**src/rtl/truth_table_sweeper.sv**
```systemverilog
// truth_table_sweeper: exhaustive vector sequencer and checker for a small
// combinational block. Each N_IN-bit input vector is driven for DWELL cycles
// and the DUT output is compared with EXPECT[vec_out] on the last dwell cycle.
// Optional build macro SWEEP_GRAY_EN: visit vectors in reflected Gray order
// instead of binary ascending order. Latency and EXPECT indexing are unchanged.
//
// Control semantics: start is a level, sampled only on edges where the FSM is
// in IDLE or DONE. It is ignored while busy. A start held high into DONE
// restarts the sweep on the very next edge.
module truth_table_sweeper #(
  parameter int                      N_IN   = 3,
  parameter int                      DWELL  = 50,
  parameter logic [(2**N_IN)-1:0]    EXPECT = 8'hE8,
  parameter int                      CNT_W  = 8
) (
  input  logic             clk,
  input  logic             rst,
  input  logic             start,
  output logic [N_IN-1:0]  vec_out,
  input  logic             dut_f,
  output logic             busy,
  output logic             done,
  output logic             pass,
  output logic [CNT_W-1:0] err_cnt,
  output logic [N_IN-1:0]  first_err_idx,
  output logic             first_err_vld,
  output logic [1:0]       dbg_state
);

  localparam int DW_W = (DWELL > 1) ? $clog2(DWELL) : 1;
  localparam logic [DW_W-1:0]  DWELL_LAST = DW_W'(DWELL - 1);
  localparam logic [N_IN-1:0]  BIN_LAST   = {N_IN{1'b1}};
  localparam logic [CNT_W-1:0] ERR_MAX    = {CNT_W{1'b1}};

  typedef enum logic [1:0] {
    IDLE = 2'd0,
    RUN  = 2'd1,
    DONE = 2'd2
  } state_t;

  state_t           state_q, state_d;
  logic [N_IN-1:0]  bin_q, bin_d;       // position in the sweep (binary)
  logic [N_IN-1:0]  vec_q, vec_d;       // vector presented to the DUT
  logic [DW_W-1:0]  dwell_q, dwell_d;
  logic [CNT_W-1:0] err_q, err_d;
  logic [N_IN-1:0]  fidx_q, fidx_d;
  logic             fvld_q, fvld_d;

  logic             sample;
  logic             mismatch;
  logic [N_IN-1:0]  bin_next;

  // Map a sweep position to the vector value driven onto the DUT.
  function automatic logic [N_IN-1:0] to_vec(input logic [N_IN-1:0] b);
`ifdef SWEEP_GRAY_EN
    return b ^ (b >> 1);
`else
    return b;
`endif
  endfunction

  // Next-state, counters and result bookkeeping.
  always_comb begin
    state_d  = state_q;
    bin_d    = bin_q;
    vec_d    = vec_q;
    dwell_d  = dwell_q;
    err_d    = err_q;
    fidx_d   = fidx_q;
    fvld_d   = fvld_q;
    bin_next = bin_q + N_IN'(1);
    // The compare uses the registered vector, so the sample and the switch
    // to the next vector can share an edge without the DUT losing a cycle.
    sample   = (state_q == RUN) && (dwell_q == DWELL_LAST);
    mismatch = sample && (dut_f != EXPECT[vec_q]);

    case (state_q)
      IDLE, DONE: begin
        if (start) begin
          state_d = RUN;
          bin_d   = '0;
          vec_d   = '0;
          dwell_d = '0;
          err_d   = '0;
          fidx_d  = '0;
          fvld_d  = 1'b0;
        end
      end
      RUN: begin
        if (sample) begin
          if (mismatch) begin
            if (err_q != ERR_MAX) err_d = err_q + CNT_W'(1);
            if (!fvld_q) begin
              fidx_d = vec_q;
              fvld_d = 1'b1;
            end
          end
          if (bin_q == BIN_LAST) begin
            state_d = DONE;
          end else begin
            bin_d   = bin_next;
            vec_d   = to_vec(bin_next);
            dwell_d = '0;
          end
        end else begin
          dwell_d = dwell_q + DW_W'(1);
        end
      end
      default: state_d = IDLE;
    endcase
  end

  // State and datapath registers; reset abandons any sweep in progress.
  always_ff @(posedge clk) begin
    if (rst) begin
      state_q <= IDLE;
      bin_q   <= '0;
      vec_q   <= '0;
      dwell_q <= '0;
      err_q   <= '0;
      fidx_q  <= '0;
      fvld_q  <= 1'b0;
    end else begin
      state_q <= state_d;
      bin_q   <= bin_d;
      vec_q   <= vec_d;
      dwell_q <= dwell_d;
      err_q   <= err_d;
      fidx_q  <= fidx_d;
      fvld_q  <= fvld_d;
    end
  end

  assign vec_out       = vec_q;
  assign busy          = (state_q == RUN);
  assign done          = (state_q == DONE);
  assign pass          = (state_q == DONE) && (err_q == '0);
  assign err_cnt       = err_q;
  assign first_err_idx = fidx_q;
  assign first_err_vld = fvld_q;
  assign dbg_state     = state_q;

endmodule

```
**config.mk**
```make
export PLATFORM = sky130hd
export DESIGN_NAME = truth_table_sweeper
export DESIGN_NICKNAME = d
export VERILOG_FILES = /design/src/rtl/truth_table_sweeper.sv
export SDC_FILE = /design/constraint.sdc
export NUM_CORES = 1
export LEC_CHECK = 0
export CORE_MARGIN = 5
export CORE_UTILIZATION = 30
export CTS_BUF_LIST = sky130_fd_sc_hd__clkbuf_8
export DETAILED_ROUTE_END_ITERATION = 8
export SLEW_MARGIN = 20
export SYNTH_ARGS = -nofsm -noshare
export SYNTH_HDL_FRONTEND = slang
export SYNTH_SLANG_ARGS = --single-unit
```
**constraint.sdc**
```tcl
create_clock -name clk -period 1.7 [get_ports clk]
set_input_delay 0.34 -clock clk [delete_from_list [all_inputs] [get_ports clk]]
set_output_delay 0.34 -clock clk [all_outputs]
set_load 0.005 [all_outputs]
```
Word-level counts from Yosys, hierarchy flattened --
Memory sizes are Yosys's and may differ from the RTL's. A register that Yosys moved wholly into a read port is not among the register bits. Index checks and enable logic that the tools add are counted.
Operators by class: add/subtract/negate cells 3, $mul 0, div/mod/pow operators 0, magnitude comparators 1, equal/unequal tests 14, shift-type cells 0, muxes and demuxes 28, bitwise gates (word level) 0, reduce and logical (&&, ||, !) cells 13
Operators with widths (number):
- 8-bit 2-to-1 mux | 4
- 3-bit 2-to-1 mux | 8
- 6-bit 2-to-1 mux | 3
- 8-bit case mux with 2 select lines | 1
- 3-bit case mux with 2 select lines | 2
- 6-bit case mux with 2 select lines | 1
- 5-bit AND reduction | 2
- 8-bit by 1-bit adder with 8-bit output, second input constant | 1
- 8-bit logical NOT | 1
- 2-bit by 1-bit inequality test with 1-bit output, second input constant | 4
- 8-bit inequality test, second input constant | 1
- 4-bit AND reduction | 2
- 6-bit by 1-bit adder with 6-bit output, second input constant | 1
- 6-bit equality test, second input constant | 1
- 2-bit 2-to-1 mux | 3
- 2-bit inequality test, second input constant | 3
- 3-bit AND reduction | 2
- 3-bit by 4-bit < comparator with 1-bit output, second input constant | 1
- 1-bit 2-to-1 mux | 4
- 2-bit case mux with 2 select lines | 1
- 3-bit by 1-bit adder with 3-bit output, second input constant | 1
- 3-bit equality test, second input constant | 1
- 1-bit logical AND | 3
- 3-bit inequality test, second input constant | 1
- other kinds (7) | 7
Storage, ports and cells: flip-flop bits (word level) 23, bits in latches 0, RAM bits 0, ROM bits 8, input port bits 4, output and inout bits 20, memories kept 1
Memory list:
- (no name shown) | words 8, bits a word 1, rd ports 1, clocked after memory_dff 1, wr ports 0, RTL line 75 | mismatch = sample && (dut_f != EXPECT[vec_q]);

Logic depth before layout (Yosys ltp) --
word-level depth 7, depth in mapped cells 7, depth with buffers taken out 7

Worst setup path before layout --
Ideal clock, no wire load.
kind register -> register, from register vec_q[0], in the netlist vec_out[0], to register with a tool-made name, library setup time 70 ps, arrival time 1653 ps, required time 1630 ps, slack -24 ps, cell stages (with the launch flop) 7, buffers on the path 0, period minus slack after synthesis 1724 ps, cell sequence dfxtp_1 > ha_1 > ha_1 > or4_1 > o211ai_2 > nor2b_1 > o2bb2ai_1
RTL lines:
- from (decl) | RTL line 43 | logic [N_IN-1:0] vec_q, vec_d;
- from (signal assigned) | RTL line 126 | vec_q <= vec_d;

Final worst setup path --
from register err_q[0], in the netlist err_cnt[0], to register err_q[0], in the netlist err_cnt[0]
Between the ends: cells in the longest elaborated chain, start to end 5
RTL lines:
- from (decl) | RTL line 45 | logic [CNT_W-1:0] err_q, err_d;
- from (signal assigned) | RTL line 128 | err_q <= err_d;
- 8-bit by 1-bit adder with 8-bit output | RTL line 92 | if (err_q != ERR_MAX) err_d = err_q + CNT_W'(1);
- 8-bit 2-to-1 mux | RTL line 92
- 8-bit 2-to-1 mux | RTL line 91 | if (mismatch) begin
- 8-bit 2-to-1 mux | RTL line 90 | if (sample) begin
- 8-bit case mux with 2 select lines | RTL line 77 | case (state_q)
Several ways; a longest one is shown, not always the timed one. The select of a mux whose other input is x is not followed. A chain may end at the register's enable or synchronous reset.

==> impl_metrics.yaml <==
worst_setup_path:
  critPathLaunch: "err_cnt[0]"
  critPathTopFamily: "buffers and inverters"
  slowest_stage: "dfxtp_1"
  cp_cell_sequence: "buf_4 > ha_4 > nand4_1 > nor2_1 > buf_4 > nor3_1 > buf_4 > mux2_4"
  critical_path_class: "reg2reg"
  end_kind: "flip-flop"
  arrival_ns: 1.83
  critPathLaunchType: "flip-flop"
  path_max_fanout: 6
  path_buf_inv: 3
  cpPeakStageDelay_ns: 0.33
  r2r-start: "err_cnt[0]"
  cp.required_ns: 1.86
  cpMostUsedCell: "buf_4"
min_path:
  holdCritPathClass: "reg2reg"
  hold_start: "first_err_idx[0]"
sta:
  fin_hold_ws_ns: 0.516
  fmax_mhz: 600
  setup_ws_ns: 0.0332
  tightest_slew_ns: 0.338
  slew_viol_final: 0
  finalCriticalPeriod_ns: 1.67
  period_share_pct: 98.0
  slew-limit-headroom_pct: 77.4
  fin_skew_ns: 0.00260
  setup_viol: 0
  hold_viol_final: 0
  rsz0062_at_grt: "yes"
route:
  drc: 0
  vias: 1263
  routed_wl_um: 3460
  detail_route.first_pass.iterations: 4
  final_antenna_net_count: 0
  routedWlPerCell_um: 13.8
  viasPerCell: 5.05
  drt_iter0_markers: 80
synth:
  yosysUniqueCellTypes: 47
  avgSynthCellArea_um2: 9.18
  synth-seq-cells: 24
  syn_area_um2: 1330
  yosys_warnings: 0
  synth_nets: 155
  synth_seq_area_share_pct: 36.1
  synth-edff-count: 0
  async_reset_ff_share_pct: 0
  synthFlopType: "dfxtp_1"
  synth_cells: 145
clock_network:
  clock_path_buffers: 2
  tritoncts: "built"
  h-tree-depth: 1
  hold_buffers: 0
  cts_root_buffer: "clkbuf_8"
  clk_pin_slew_ns: 0.08
  clock-sinks: 24
  cts_made_buffers: 3
  clk_latency_ns: 0.27
grt:
  grt_pass1_vias: 1233
  overflow: 0
  grt_use_total_pct: 12.0
  grt_start_max_net_pins: 17
  grt_pass1_wl_um: 5790
  antenna_found_initial: 0
place:
  finalWeightedCongestion: 0.793
  pre_cts_ws_ns: -0.241
  portBuffers: 23
  place_inst: 244
  hpwl_um: 2610
status:
  status: "finished, final reports clean"
die:
  core_area_um2: 4320
  rows: 24
  die_h_um: 76.6
  die_area_um2: 5870
  initial_core_util_pct: 30.8
  dieWidth_um: 76.6
  ios: 24
cells_and_area:
  final_util_pct: 45.8
  syn_to_final_growth_pct: 48.8
  final_cells: 250
  drive_above_1_share_pct: 34.3
  diodes: 0
  nets: 210
power:
  p_leak_nw: 0.730
  power.total_mw: 1.09
  vdd_drop_max_mv: 0.236
  powerDensity_nw_per_um2: 550
flow_run:
  drv_cap: 0
[worst paths after layout]
path	to	slack, ns	cells past startpoint
worst min register to register	first_err_idx[0]	0.52	2
worst min-delay path	first_err_idx[0]	0.52	2
worst max register to register	err_cnt[0]	0.03	8
worst max-delay path	err_cnt[0]	0.03	8
[what timing repair did]
| item | CTS | global route |
|---|---|---|
| pin swaps | 2 | 12 |
| setup buffers | 1 | 2 |
| resized for setup | 10 | 25 |
| endpoints found under the setup margin | 4 | 9 |
[final cells by class]
class / count / area (um^2)
fillers: 432 / 2340
multi-input cells: 108 / 893
flip-flops and latches: 24 / 488
clock buffers: 3 / 41.3
repair buffers: 52 / 448
inverters: 11 / 45.0
well taps: 52 / 65.1
[stage by stage]
stage	TNS, ns	instance area, um^2
after floorplan	0	1330
after global placement	-2.26	1810
after detailed placement	-2.77	1810
after CTS	-0.0149	1880
after global routing	-0.125	1980
final	0	1980
[per-layer routing]
metal	part of all wire, %	global-route usage, %	wire length, um	vias up
li1	-	-	-	636
met1	46	15.2	1600	580
met2	46	19.0	1600	42
met3	5.4	3.43	185	5
met4	2.0	4.90	68	0
met5	0	0	0	-
[cell usage in the layout, fill, tap and decap left out, drive strengths merged, types with 3 or more instances in the layout]
master,Yosys,final
buf,2,30
dfxtp,24,24
nor4,3,3
nor2,24,24
nand4,4,4
nor2b,5,5
ha,6,6
nand2b,5,5
a21oi,5,5
o211ai,4,4
o21ai,5,5
clkdlybuf4s50,0,20
xnor2,3,3
nor3,3,3
mux2i,3,3
a211oi,4,4
nand3,3,3
and3,3,3
inv,11,10
clkbuf,0,3
nand2,4,4
xor2,4,4
[state kept, by name (all words and copies together) (netlist names), named ones only]
name	cells
err_cnt	8
dwell_q	6
first_err_idx	3
vec_out	3
dbg_state	2
first_err_vld	1
[cell families (layout without fill, tap and decap cells)]
kind of cell,count (synthesis),count (layout),synth area share [%]
XOR/XNOR,7,7,4.61
AND/OR/NAND/NOR,58,58,24.8
multiplexers,4,4,3.38
adder cells (fa/ha/maj),6,6,5.64
flip-flops,24,24,36.1
buffers and inverters,13,66,4.04
AO/OA/AOI/OAI,33,33,21.4
[where the power goes]
part           total, mW  leakage [nW]  internal (mW)  switching (mW)
registers          0.579         0.197          0.571         0.00801
clock network      0.338        0.0216          0.159           0.180
logic              0.171         0.511         0.0816          0.0893
[worst min-delay path: cells and delay by family (launching register included)]
kind | cells | cell delay, ns
flip-flops | 1 | 0.34
multiplexers | 1 | 0.07
AND/OR/NAND/NOR | 1 | 0.07
[synthesized netlist by cell type (3+ instances only)]
cell | n | area [um^2]
xnor2_1 | 3 | 26.3
nor3_1 | 3 | 15.0
xor2_1 | 4 | 35.0
nor2_1 | 22 | 82.6
ha_1 | 6 | 75.1
inv_1 | 10 | 37.5
nand2b_1 | 4 | 25.0
dfxtp_1 | 24 | 480
nand3_1 | 3 | 15.0
o21ai_0 | 3 | 15.0
nor2b_1 | 5 | 31.3
a21oi_1 | 5 | 25.0
nand2_1 | 4 | 15.0
mux2i_1 | 3 | 30.0
o211ai_1 | 3 | 22.5
nand4_1 | 3 | 18.8
Note: power is estimated with default switching activity, not from simulation.
